### src/rtl/pmp_pkg.sv
// pmp_pkg: shared widths, FIFO entry type and register-select encoding
// for the PMP feeder lane.
package pmp_pkg;

  localparam int PMP_DATA_W = 64;
  localparam int PMP_CTRL_W = 16;

  // One queued PMM input beat.
  typedef struct packed {
    logic [PMP_DATA_W-1:0] data;
    logic [PMP_CTRL_W-1:0] control;
  } pmp_entry_t;

  // Register write targets; select value 3 is unused and ignored.
  typedef enum logic [1:0] {
    WSEL_DATA_LO     = 2'd0,
    WSEL_DATA_HI     = 2'd1,
    WSEL_CTRL_COMMIT = 2'd2
  } pmp_wsel_e;

endpackage

### src/rtl/pmp_fifo.sv
// pmp_fifo: first-word-fall-through FIFO of pmp_entry_t. The head entry is
// visible combinationally from the storage slot at rd_ptr. When the FIFO is
// empty the head is forced to zero. An explicit entry count tells full from
// empty. clear empties the FIFO and overrides a push or pop in the same cycle.
module pmp_fifo
  import pmp_pkg::*;
#(
  parameter int DEPTH = 4
) (
  input  logic                   clk,
  input  logic                   rst_n,
  input  logic                   clear,
  input  logic                   push,
  input  pmp_entry_t             push_entry,
  input  logic                   pop,
  output pmp_entry_t             head,
  output logic [$clog2(DEPTH):0] count,
  output logic                   full,
  output logic                   empty
);

  localparam int AW = $clog2(DEPTH);
  localparam int CW = AW + 1;

  pmp_entry_t    mem [DEPTH];
  logic [AW-1:0] wr_ptr, rd_ptr;
  logic          push_ok, pop_ok;

  assign full    = (count == CW'(DEPTH));
  assign empty   = (count == '0);
  // A push into a full FIFO is accepted only when a pop frees a slot in the same cycle.
  assign push_ok = push & (~full | pop) & ~clear;
  assign pop_ok  = pop & ~empty & ~clear;
  assign head    = empty ? '0 : mem[rd_ptr];

  // Storage write. There is no reset because the empty mask hides stale slots.
  always_ff @(posedge clk) begin
    if (push_ok) mem[wr_ptr] <= push_entry;
  end

  // Pointer and occupancy update. The pointers wrap naturally because DEPTH is a power of two.
  always_ff @(posedge clk or negedge rst_n) begin
    if (!rst_n) begin
      wr_ptr <= '0;
      rd_ptr <= '0;
      count  <= '0;
    end else if (clear) begin
      wr_ptr <= '0;
      rd_ptr <= '0;
      count  <= '0;
    end else begin
      if (push_ok) wr_ptr <= wr_ptr + 1'b1;
      if (pop_ok)  rd_ptr <= rd_ptr + 1'b1;
      case ({push_ok, pop_ok})
        2'b10:   count <= count + 1'b1;
        2'b01:   count <= count - 1'b1;
        default: count <= count;
      endcase
    end
  end

endmodule

### src/rtl/pmp_feeder.sv
// pmp_feeder: per-lane PMM input feeder. It stages a 64-bit data word from two
// 32-bit register writes. A control write commits {data, control} into an FWFT
// FIFO, and the FIFO head drives the PMM through a valid/ready handshake.
// The feeder also tracks a sticky overflow flag for dropped commits and keeps a
// saturating count of rising edges on accepted_status.
// Optional build macro: PMP_FEEDER_FLUSH_EN adds a synchronous flush input.
module pmp_feeder
  import pmp_pkg::*;
#(
  parameter int DEPTH = 4,
  parameter int CNT_W = 16
) (
  input  logic                   clk,
  input  logic                   rst_n,
  input  logic                   wr_en,
  input  logic [1:0]             wr_sel,
  input  logic [31:0]            wr_data,
  input  logic                   clr_status,
`ifdef PMP_FEEDER_FLUSH_EN
  input  logic                   flush,
`endif
  output logic [PMP_DATA_W-1:0]  inp_data,
  output logic [PMP_CTRL_W-1:0]  inp_control,
  output logic                   data_valid,
  input  logic                   ready_status,
  input  logic                   accepted_status,
  output logic [$clog2(DEPTH):0] fifo_count,
  output logic                   full,
  output logic                   overflow,
  output logic [CNT_W-1:0]       match_count
);

  logic [PMP_DATA_W-1:0] stage_data;
  logic                  commit, pop, empty, flush_i, acc_q;
  pmp_entry_t            push_entry, head;

`ifdef PMP_FEEDER_FLUSH_EN
  assign flush_i = flush;
`else
  assign flush_i = 1'b0;
`endif

  assign commit      = wr_en && (wr_sel == WSEL_CTRL_COMMIT);
  assign data_valid  = ~empty;
  assign pop         = data_valid & ready_status;
  assign push_entry  = '{data: stage_data, control: wr_data[PMP_CTRL_W-1:0]};
  assign inp_data    = head.data;
  assign inp_control = head.control;

  pmp_fifo #(.DEPTH(DEPTH)) u_fifo (
    .clk        (clk),
    .rst_n      (rst_n),
    .clear      (flush_i),
    .push       (commit),
    .push_entry (push_entry),
    .pop        (pop),
    .head       (head),
    .count      (fifo_count),
    .full       (full),
    .empty      (empty)
  );

  // Staging halves are written independently and persist across commits.
  always_ff @(posedge clk or negedge rst_n) begin
    if (!rst_n) begin
      stage_data <= '0;
    end else if (wr_en) begin
      if (wr_sel == WSEL_DATA_LO) stage_data[31:0]  <= wr_data;
      if (wr_sel == WSEL_DATA_HI) stage_data[63:32] <= wr_data;
    end
  end

  // Sticky overflow: set on a commit dropped at full with no pop in the same
  // cycle; software clear takes priority.
  always_ff @(posedge clk or negedge rst_n) begin
    if (!rst_n)                                    overflow <= 1'b0;
    else if (clr_status)                           overflow <= 1'b0;
    else if (commit && full && !pop && !flush_i)   overflow <= 1'b1;
  end

  // Rising-edge counter on accepted_status that saturates; a clear in the same cycle wins.
  always_ff @(posedge clk or negedge rst_n) begin
    if (!rst_n) begin
      acc_q       <= 1'b0;
      match_count <= '0;
    end else begin
      acc_q <= accepted_status;
      if (clr_status)
        match_count <= '0;
      else if (accepted_status && !acc_q && (match_count != '1))
        match_count <= match_count + 1'b1;
    end
  end

endmodule
### config.mk
export PLATFORM = sky130hd
export DESIGN_NAME = pmp_feeder
export DESIGN_NICKNAME = d
export VERILOG_FILES = /design/src/rtl/pmp_pkg.sv /design/src/rtl/pmp_fifo.sv /design/src/rtl/pmp_feeder.sv
export SDC_FILE = /design/constraint.sdc
export NUM_CORES = 1
export LEC_CHECK = 0
export CELL_PAD_IN_SITES_DETAIL_PLACEMENT = 1
export CELL_PAD_IN_SITES_GLOBAL_PLACEMENT = 2
export CORE_MARGIN = 1.5
export CORE_UTILIZATION = 40
export DETAILED_ROUTE_END_ITERATION = 7
export PLACE_DENSITY = 0.75
export SKIP_CTS_REPAIR_TIMING = 1
export SLEW_MARGIN = 20
export SYNTH_ARGS = -nofsm -noshare
export SYNTH_HDL_FRONTEND = slang
export SYNTH_SLANG_ARGS = --single-unit
### constraint.sdc
create_clock -name clk -period 4.5 [get_ports clk]
set_input_delay 0.9 -clock clk [delete_from_list [all_inputs] [get_ports clk]]
set_output_delay 0.9 -clock clk [all_outputs]
set_load 0.02 [all_outputs]
* Word-level counts from Yosys, hierarchy flattened
Memory sizes are Yosys's and may differ from the RTL's.
Index checks and enable logic that the tools add are counted.
** Cells by class
- $add $sub $neg :: 5
- Equal/unequal tests :: 6
- Mux-type cells :: 8
- Bitwise logic cells :: 6
- Reductions and logical operators :: 14
** Operators by type and width (number)
- $mux W80 :: 1
- $mux W16 :: 2
- $add A16 B1 Y16 const B :: 1
- $ne A16 B16 Y1 const B :: 1
- $pmux W3 S2 :: 1
- $reduce_bool A2 Y1 :: 3
- $logic_and A1 B1 Y1 :: 5
- $add A2 B1 Y2 const B :: 2
- $eq A2 B1 Y1 const B :: 2
- $eq A2 B2 Y1 const B :: 2
- $mux W1 :: 4
- $reduce_and A2 Y1 :: 2
- $add A3 B1 Y3 const B :: 1
- $and A1 B1 Y1 :: 3
- $eq A3 B3 Y1 const B :: 1
- $logic_not A3 Y1 :: 1
- $sub A3 B1 Y3 const B :: 1
- $logic_not A1 Y1 :: 2
- $logic_not A2 Y1 :: 1
- $not A1 Y1 :: 2
- $or A1 B1 Y1 :: 1
** Word-level totals
- Flip-flop bits (word level) :: 89
- RAM bits :: 320
- Bits of input ports :: 40
- Output and inout bits :: 102
- Word-level logic and storage cells :: 48
- Memories kept :: 1
** Memories
- u_fifo.mem :: words 4, bits a word 80, read ports 1, clocked after Yosys merged registers in 0, write ports 1, RTL line pmp_fifo.sv:25 : pmp_entry_t mem [DEPTH];

* Logic depth before layout (Yosys ltp)
Gate-level depths: netlist of run 1.
- Depth in word-level cells :: 7
- Depth in mapped cells :: 10
- Gate-level depth less buffers :: 10

* Cells and area by module
From an unflattened synthesis of run 1, not the netlist that was laid out.
** Second synthesis, totals
- Cells, all modules :: 798
- Area, all modules :: 15982.8 um^2
** By module, submodules not included
- pmp_fifo :: instances 1, cells each 558, area each 12518.3 um^2, seq. area each 9784.4 um^2
- pmp_feeder :: instances 1, cells each 240, area each 3464.6 um^2, seq. area each 2052.0 um^2

* Worst setup path before layout of run 1
OpenSTA, ideal clock, no wires.
- Path type :: in2reg
- Start point :: input port ready_status
- End point :: memory u_fifo.mem[0][0] in the netlist's numbering (enable)
- Library setup time :: 0.447 ns
- Data arrival time :: 3.337 ns
- Data required time :: 4.053 ns
- Setup slack :: 0.716 ns
- Stages :: 3
- Path through :: nor2b_1 -> nor3_1 -> and2_1
** On the way
- Longest elaborated chain between the ends :: 5
** Ends and longest elaborated chain
- start: declaration :: RTL line pmp_feeder.sv:25 : input logic ready_status,
- $and A1 B1 Y1 :: RTL line pmp_feeder.sv:45 : assign pop = data_valid & ready_status;
- $or A1 B1 Y1 :: RTL line pmp_fifo.sv:32 : assign push_ok = push & (~full | pop) & ~clear;
- $and A1 B1 Y1 :: RTL line pmp_fifo.sv:32
- $mux W1 :: RTL line pmp_fifo.sv:38 : if (push_ok) mem[wr_ptr] <= push_entry;
- $mux W1 (not written as such) :: RTL line pmp_fifo.sv:38
- end: declaration :: RTL line pmp_fifo.sv:25
Every way passes these cells.

* Worst setup path in the final report of run 1
- Start point :: register u_fifo.count[0]
- End point :: output port inp_data[48]
** On the way
- Longest elaborated chain between the ends :: 2
** Ends and longest elaborated chain
- start: declaration :: RTL line pmp_fifo.sv:17 : output logic [$clog2(DEPTH):0] count,
- start signal: assignment :: RTL line pmp_fifo.sv:55 : 2'b10: count <= count + 1'b1;
- start signal: assignment :: RTL line pmp_fifo.sv:56 : 2'b01: count <= count - 1'b1;
- start signal: assignment :: RTL line pmp_fifo.sv:57 : default: count <= count;
- $logic_not A3 Y1 :: RTL line pmp_fifo.sv:30 : assign empty = (count == '0);
- $mux W80 :: RTL line pmp_fifo.sv:34 : assign head = empty ? '0 : mem[rd_ptr];
- end: declaration :: RTL line pmp_feeder.sv:22 : output logic [PMP_DATA_W-1:0] inp_data,
Every way passes these cells.

==> reports/metrics.cfg, run 1 <==
[die]
ios = 142
core.rowCount = 72
fp.dieW_microns = 202
die_h_microns = 202
core_sq_um = 38900
die-area_sq_um = 40800
initial_core_util_pct = 40.7

[power_and_ir_drop]
p_per_area_nw_per_um2 = 624
p_total_mw = 12.2
irDropWorstVdd_v = 0.000292
power_leakage_nw = 6.60

[critical_path]
endpoint_kind = primary output
start_kind = flip-flop
arrival_ns = 2.97
critPathRequiredTime_ns = 3.60
path_max_fanout = 55
crit_type = reg -> out

[global_routing]
grt_overflow_total = 0
grt_pass1_vias = 8497
grt_pass1_wl_microns = 52700
antenna_found_initial = 2
track_usage_pct = 17.1
grt_max_degree = 56

[cells_and_area]
post-route-util_pct = 50.0
final_cell_mix = edfxtp_1, clkdlybuf4s50_1, dfrtp_1
syn2layout_area_growth_pct = 22.8
drive_above_1_share_pct = 25.5
design_area_sq_um = 19500
fillers = 3581
num_antenna_cells = 0
seq_area_sq_um = 11800
nNetsFinal = 1016
final_common_cell = edfxtp_1
multi_input_area_sq_um = 3830

[logic_synthesis]
avgSynthCellArea_sq_um = 19.9
synth_area_sq_um = 15900
synth_edf_count = 320
postSynthNetCount = 845
yosysUniqueCellTypes = 40
synth_seq_area_share_pct = 74.7
netlist_instances = 798
ys_warn_count = 0
ys_ff_latch = 409
async_reset_ff_share_pct = 21.8
synth_flop_cell = edfxtp_1

[timing]
min_period_over_period_pct = 85.9
maxSlewViolCount = 0
fmax_ghz = 0.259
maxSlewHeadroom_pct = 31.7
rsz0062_at_grt = no
setup-tns-final_ns = 0
skew_ns = 0.0179
setup_viol = 0
hold_violations = 0
setup_slack_ns = 0.634
tightest_slew_ns = 1.02
period_needed_ns = 3.87

[placed_design]
dp_hpwl_microns = 20900
placed_cell_area_sq_um = 18000
portBuffers = 141
dpl_worst_slack_ns = 0.995
gp_congestion = 0.710

[routing]
drc_errors = 0
ant_nets = 0
wirelength_microns = 34200
via_per_inst = 5.17
vias = 7867
drt_iter0_drc = 328
wl_per_cell_microns = 22.5
firstDrtPassIters = 4

[clock_tree]
cts.clk_slew.worst_paths_ns = 0.06
numCtsBuffers = 45
htreeDepth = 2
clock_latency_ns = 0.54
cts_max_path_buffers = 3
cts_root_buf = clkbuf_16
clock-sinks = 409
cts_tree = built

[run]
max_cap_violations = 0

[worst_hold_path]
hp-class = in -> async

[run_status]
status = completed

==> per-stage QoR <==
step / hold WS, ns / instances
finish: 0.365 / 1523
global route: 0.398 / 1523
CTS: 0.389 / 1523
detailed placement: 0.495 / 1440
global placement: 0.488 / 1440
floorplan: 0.471 / 798
==> routing by layer <==
metal | global-route usage [%] | up-vias | part of all wire, %
li1 | - | 3490 | -
met2 | 28.8 | 162 | 50
met5 | 0 | - | 0.079
met3 | 3.32 | 46 | 4.4
met4 | 3.78 | 4 | 1.6
met1 | 23.2 | 4165 | 44
==> kinds of logic (layout without fill, tap and decap cells) <==
kind of cell	count (synthesis)	count (layout)	share of synthesized area (%)
flops	409	409	74.7
compound gates	28	28	1.08
buf+inv	52	259	1.37
xor+xnor	6	6	0.331
simple gates	147	147	5.71
fa+ha+maj	7	7	0.600
mux	149	149	16.3
==> state kept, by name, indices dropped and copies added (netlist names) <==
signal,cells
overflow,1
u_fifo.wr_ptr,2
u_fifo.mem,320
stage_data,64
acc_q,1
u_fifo.count,3
match_count,16
u_fifo.rd_ptr,2
==> cells in the mapped netlist, drive strengths merged (6+ instances only) <==
| cell | count | share of area, % |
|---|---|---|
| nor4 | 6 | 0.28 |
| and2 | 86 | 3.4 |
| a21oi | 13 | 0.41 |
| ha | 6 | 0.47 |
| buf | 17 | 0.53 |
| nand2 | 8 | 0.21 |
| inv | 12 | 0.28 |
| clkbuf | 23 | 0.55 |
| mux2 | 68 | 4.8 |
| mux4 | 80 | 11 |
| or3 | 6 | 0.27 |
| dfrtp | 89 | 14 |
| nor2 | 8 | 0.19 |
| o31ai | 8 | 0.38 |
| nand3 | 8 | 0.25 |
| or4 | 6 | 0.29 |
| edfxtp | 320 | 61 |
==> worst max-delay path, stage by stage (launching register included) <==
cell and delay [ns]:
dfrtp_1 0.45, or3_2 0.76, buf_4 0.37, and2_1 0.25
clkdlybuf4s50_1 0.55
==> final timing paths <==
kind                                  from                end  slack [ns]  cells after the start
max                        u_fifo.count[0]       inp_data[48]        0.63                      4
min                                  rst_n    match_count[11]        0.36                      1
max reg2reg                u_fifo.count[2]  u_fifo.mem[3][62]        1.77                      5
min reg2reg                 stage_data[57]  u_fifo.mem[2][73]        0.51                      0
max in group asynchronous            rst_n     stage_data[13]        3.22                      2
min in group clk            stage_data[57]  u_fifo.mem[2][73]        0.51                      0
==> layout make-up <==
| type | count | share of cell area, % |
|---|---|---|
| Timing Repair Buffer | 164 | 8.51 |
| Sequential cell | 409 | 60.8 |
| Clock buffer | 64 | 6.56 |
| Inverter | 12 | 0.231 |
| Tap cell | 518 | 3.33 |
| Clock inverter | 19 | 0.919 |
| Multi-Input combinational cell | 337 | 19.7 |
==> report_power, final <==
part / internal (mW) / switching [mW] / total (mW)
combinational: 1.95 / 1.78 / 3.74
clock: 2.10 / 1.46 / 3.56
sequential: 4.52 / 0.345 / 4.86
total: 8.58 / 3.58 / 12.2
(Power assumes the default switching activity.)
==> inputs of run 2 (changes only) <==
--- a/config.mk
+++ b/config.mk
@@ -5,6 +5,7 @@
 export SDC_FILE = /design/constraint.sdc
 export NUM_CORES = 1
 export LEC_CHECK = 0
+export ABC_CLOCK_PERIOD_IN_PS = 4500
 export CELL_PAD_IN_SITES_DETAIL_PLACEMENT = 1
 export CELL_PAD_IN_SITES_GLOBAL_PLACEMENT = 2
 export CORE_MARGIN = 1.5
==> results of run 2 <==
The final DEF is identical to that of run 1; final timing and power are the same.
==> inputs of run 3 (changes only) <==
--- a/config.mk
+++ b/config.mk
@@ -10,8 +10,10 @@
 export CELL_PAD_IN_SITES_GLOBAL_PLACEMENT = 2
 export CORE_MARGIN = 1.5
 export CORE_UTILIZATION = 40
+export CTS_CLUSTER_DIAMETER = 60
 export DETAILED_ROUTE_END_ITERATION = 7
 export PLACE_DENSITY = 0.75
+export RECOVER_POWER = 100
 export SKIP_CTS_REPAIR_TIMING = 1
 export SLEW_MARGIN = 20
 export SYNTH_ARGS = -nofsm -noshare
==> run 3 against run 2 <==
The run now ends with max-capacitance violations, max-slew violations left. Sequential power hardly changed. Worst hold slack gained 0.14 ns. Highest routed layer unchanged. Critical endpoint is now inp_control[8]. Critical path depth did not move. Clock skew about the same. Utilization increased by 0.17 points.
==> reports/metrics.cfg, run 3 (synthesis results as in run 1) <==
[die]
die_h_microns = 202
fp.dieW_microns = 202
die-area_sq_um = 40800
core.rowCount = 72
core_sq_um = 38900
initial_core_util_pct = 40.7
ios = 142

[timing]
skew_ns = 0.0178
setup-tns-final_ns = 0
setup_slack_ns = 0.345
hold_violations = 0
period_needed_ns = 4.15
tightest_slew_ns = 2.92
min_period_over_period_pct = 92.3
rsz0062_at_grt = no
fmax_ghz = 0.241
maxSlewViolCount = 217
setup_viol = 0
maxSlewHeadroom_pct = -96.2

[critical_path]
start_kind = flip-flop
endpoint_kind = primary output
path_max_fanout = 40
arrival_ns = 3.25
critPathRequiredTime_ns = 3.60
crit_type = reg -> out

[routing]
wl_per_cell_microns = 22.5
drt_iter0_drc = 379
wl_met1_microns = 15100
met3_wirelength_microns = 1480
ant_nets = 0
wl_met2_microns = 17200
vias = 7836
firstDrtPassIters = 4
wirelength_microns = 34400
via_per_inst = 5.13
top_layer = met5
drc_errors = 0

[global_routing]
grt_pass1_wl_microns = 53100
grt_max_degree = 56
grt_pass1_vias = 8603
track_usage_pct = 17.3
antenna_found_initial = 2
grt_overflow_total = 0

[power_and_ir_drop]
p_per_area_nw_per_um2 = 630
p_total_mw = 12.3
irDropWorstVdd_v = 0.000294
power_leakage_nw = 6.72

[cells_and_area]
nNetsFinal = 1018
post-route-util_pct = 50.2
fillers = 3578
largest_register_ffs = 320
drive_above_1_share_pct = 24.7
top_register = u_fifo.mem
syn2layout_area_growth_pct = 23.3
reg_top3 = u_fifo.mem (320), stage_data (64), match_count (16)
fin_cells = 1527
num_antenna_cells = 0
final_common_cell = edfxtp_1
final_cell_mix = edfxtp_1, dlygate4sd3_1, dfrtp_1

[run_status]
violations = max-capacitance violations, max-slew violations
status = finished, violations left

[clock_tree]
clock_latency_ns = 0.57
numCtsBuffers = 47
cts_root_buf = clkbuf_16
clock-sinks = 409
cts_max_path_buffers = 3
cts_tree = built
cts.clk_slew.worst_paths_ns = 0.06
htreeDepth = 2

[placed_design]
placedCellCount = 1440
dp_hpwl_microns = 20900
portBuffers = 141
dpl_worst_slack_ns = 0.995
gp_congestion = 0.710

[run]
max_cap_violations = 7

[worst_hold_path]
hp-class = reg -> reg

run 3: final cells by class:
class                   count  area, sq um  share of cell area (%)
flip-flops and latches    409        11800                    60.6
multi-input cells         337         3790                    19.4
repair buffers            164         1600                    8.21
clock buffers              66         1350                    6.90
well taps                 518          648                    3.32
clock inverters            21          265                    1.36
inverters                  12         45.0                   0.230
run 3: worst paths after layout:
check | startpoint | end | slack (ns) | cells after the start
worst max-delay path | u_fifo.rd_ptr[1] | inp_control[8] | 0.35 | 4
worst min-delay path | stage_data[57] | u_fifo.mem[2][73] | 0.51 | 0
worst max register to register | match_count[0] | match_count[7] | 0.63 | 5
worst min register to register | stage_data[57] | u_fifo.mem[2][73] | 0.51 | 0
max in group asynchronous | rst_n | stage_data[47] | 1.37 | 2
min in group asynchronous | rst_n | match_count[15] | 1.19 | 1
run 3: worst max-delay path, stage by stage (launching register included):
cell	delay [ns]
dfrtp_2	1.07
buf_4	0.41
mux4_2	0.35
and2_1	0.17
dlygate4sd3_1	0.64
run 3: power breakdown:
part	switching (mW)	leakage [nW]	internal, mW
Clock	1.53	0.791	2.34
Combinational	1.77	1.95	1.83
Sequential	0.343	3.98	4.52
run 3: metrics by stage:
stage / hold slack, ns / area, sq um
6_report: 0.506 / 19500
5_1_grt: 0.537 / 19500
4_1_cts: 0.376 / 19600
3_5_place_dp: 0.495 / 18000
3_3_place_gp: 0.488 / 18000
2_1_floorplan: 0.471 / 15900
run 3: layer usage:
| layer | vias up | GRT usage [%] |
|---|---|---|
| li1 | 3511 | - |
| met1 | 4117 | 23.2 |
| met2 | 156 | 29.1 |
| met3 | 48 | 3.63 |
| met4 | 4 | 3.97 |
| met5 | - | 0 |
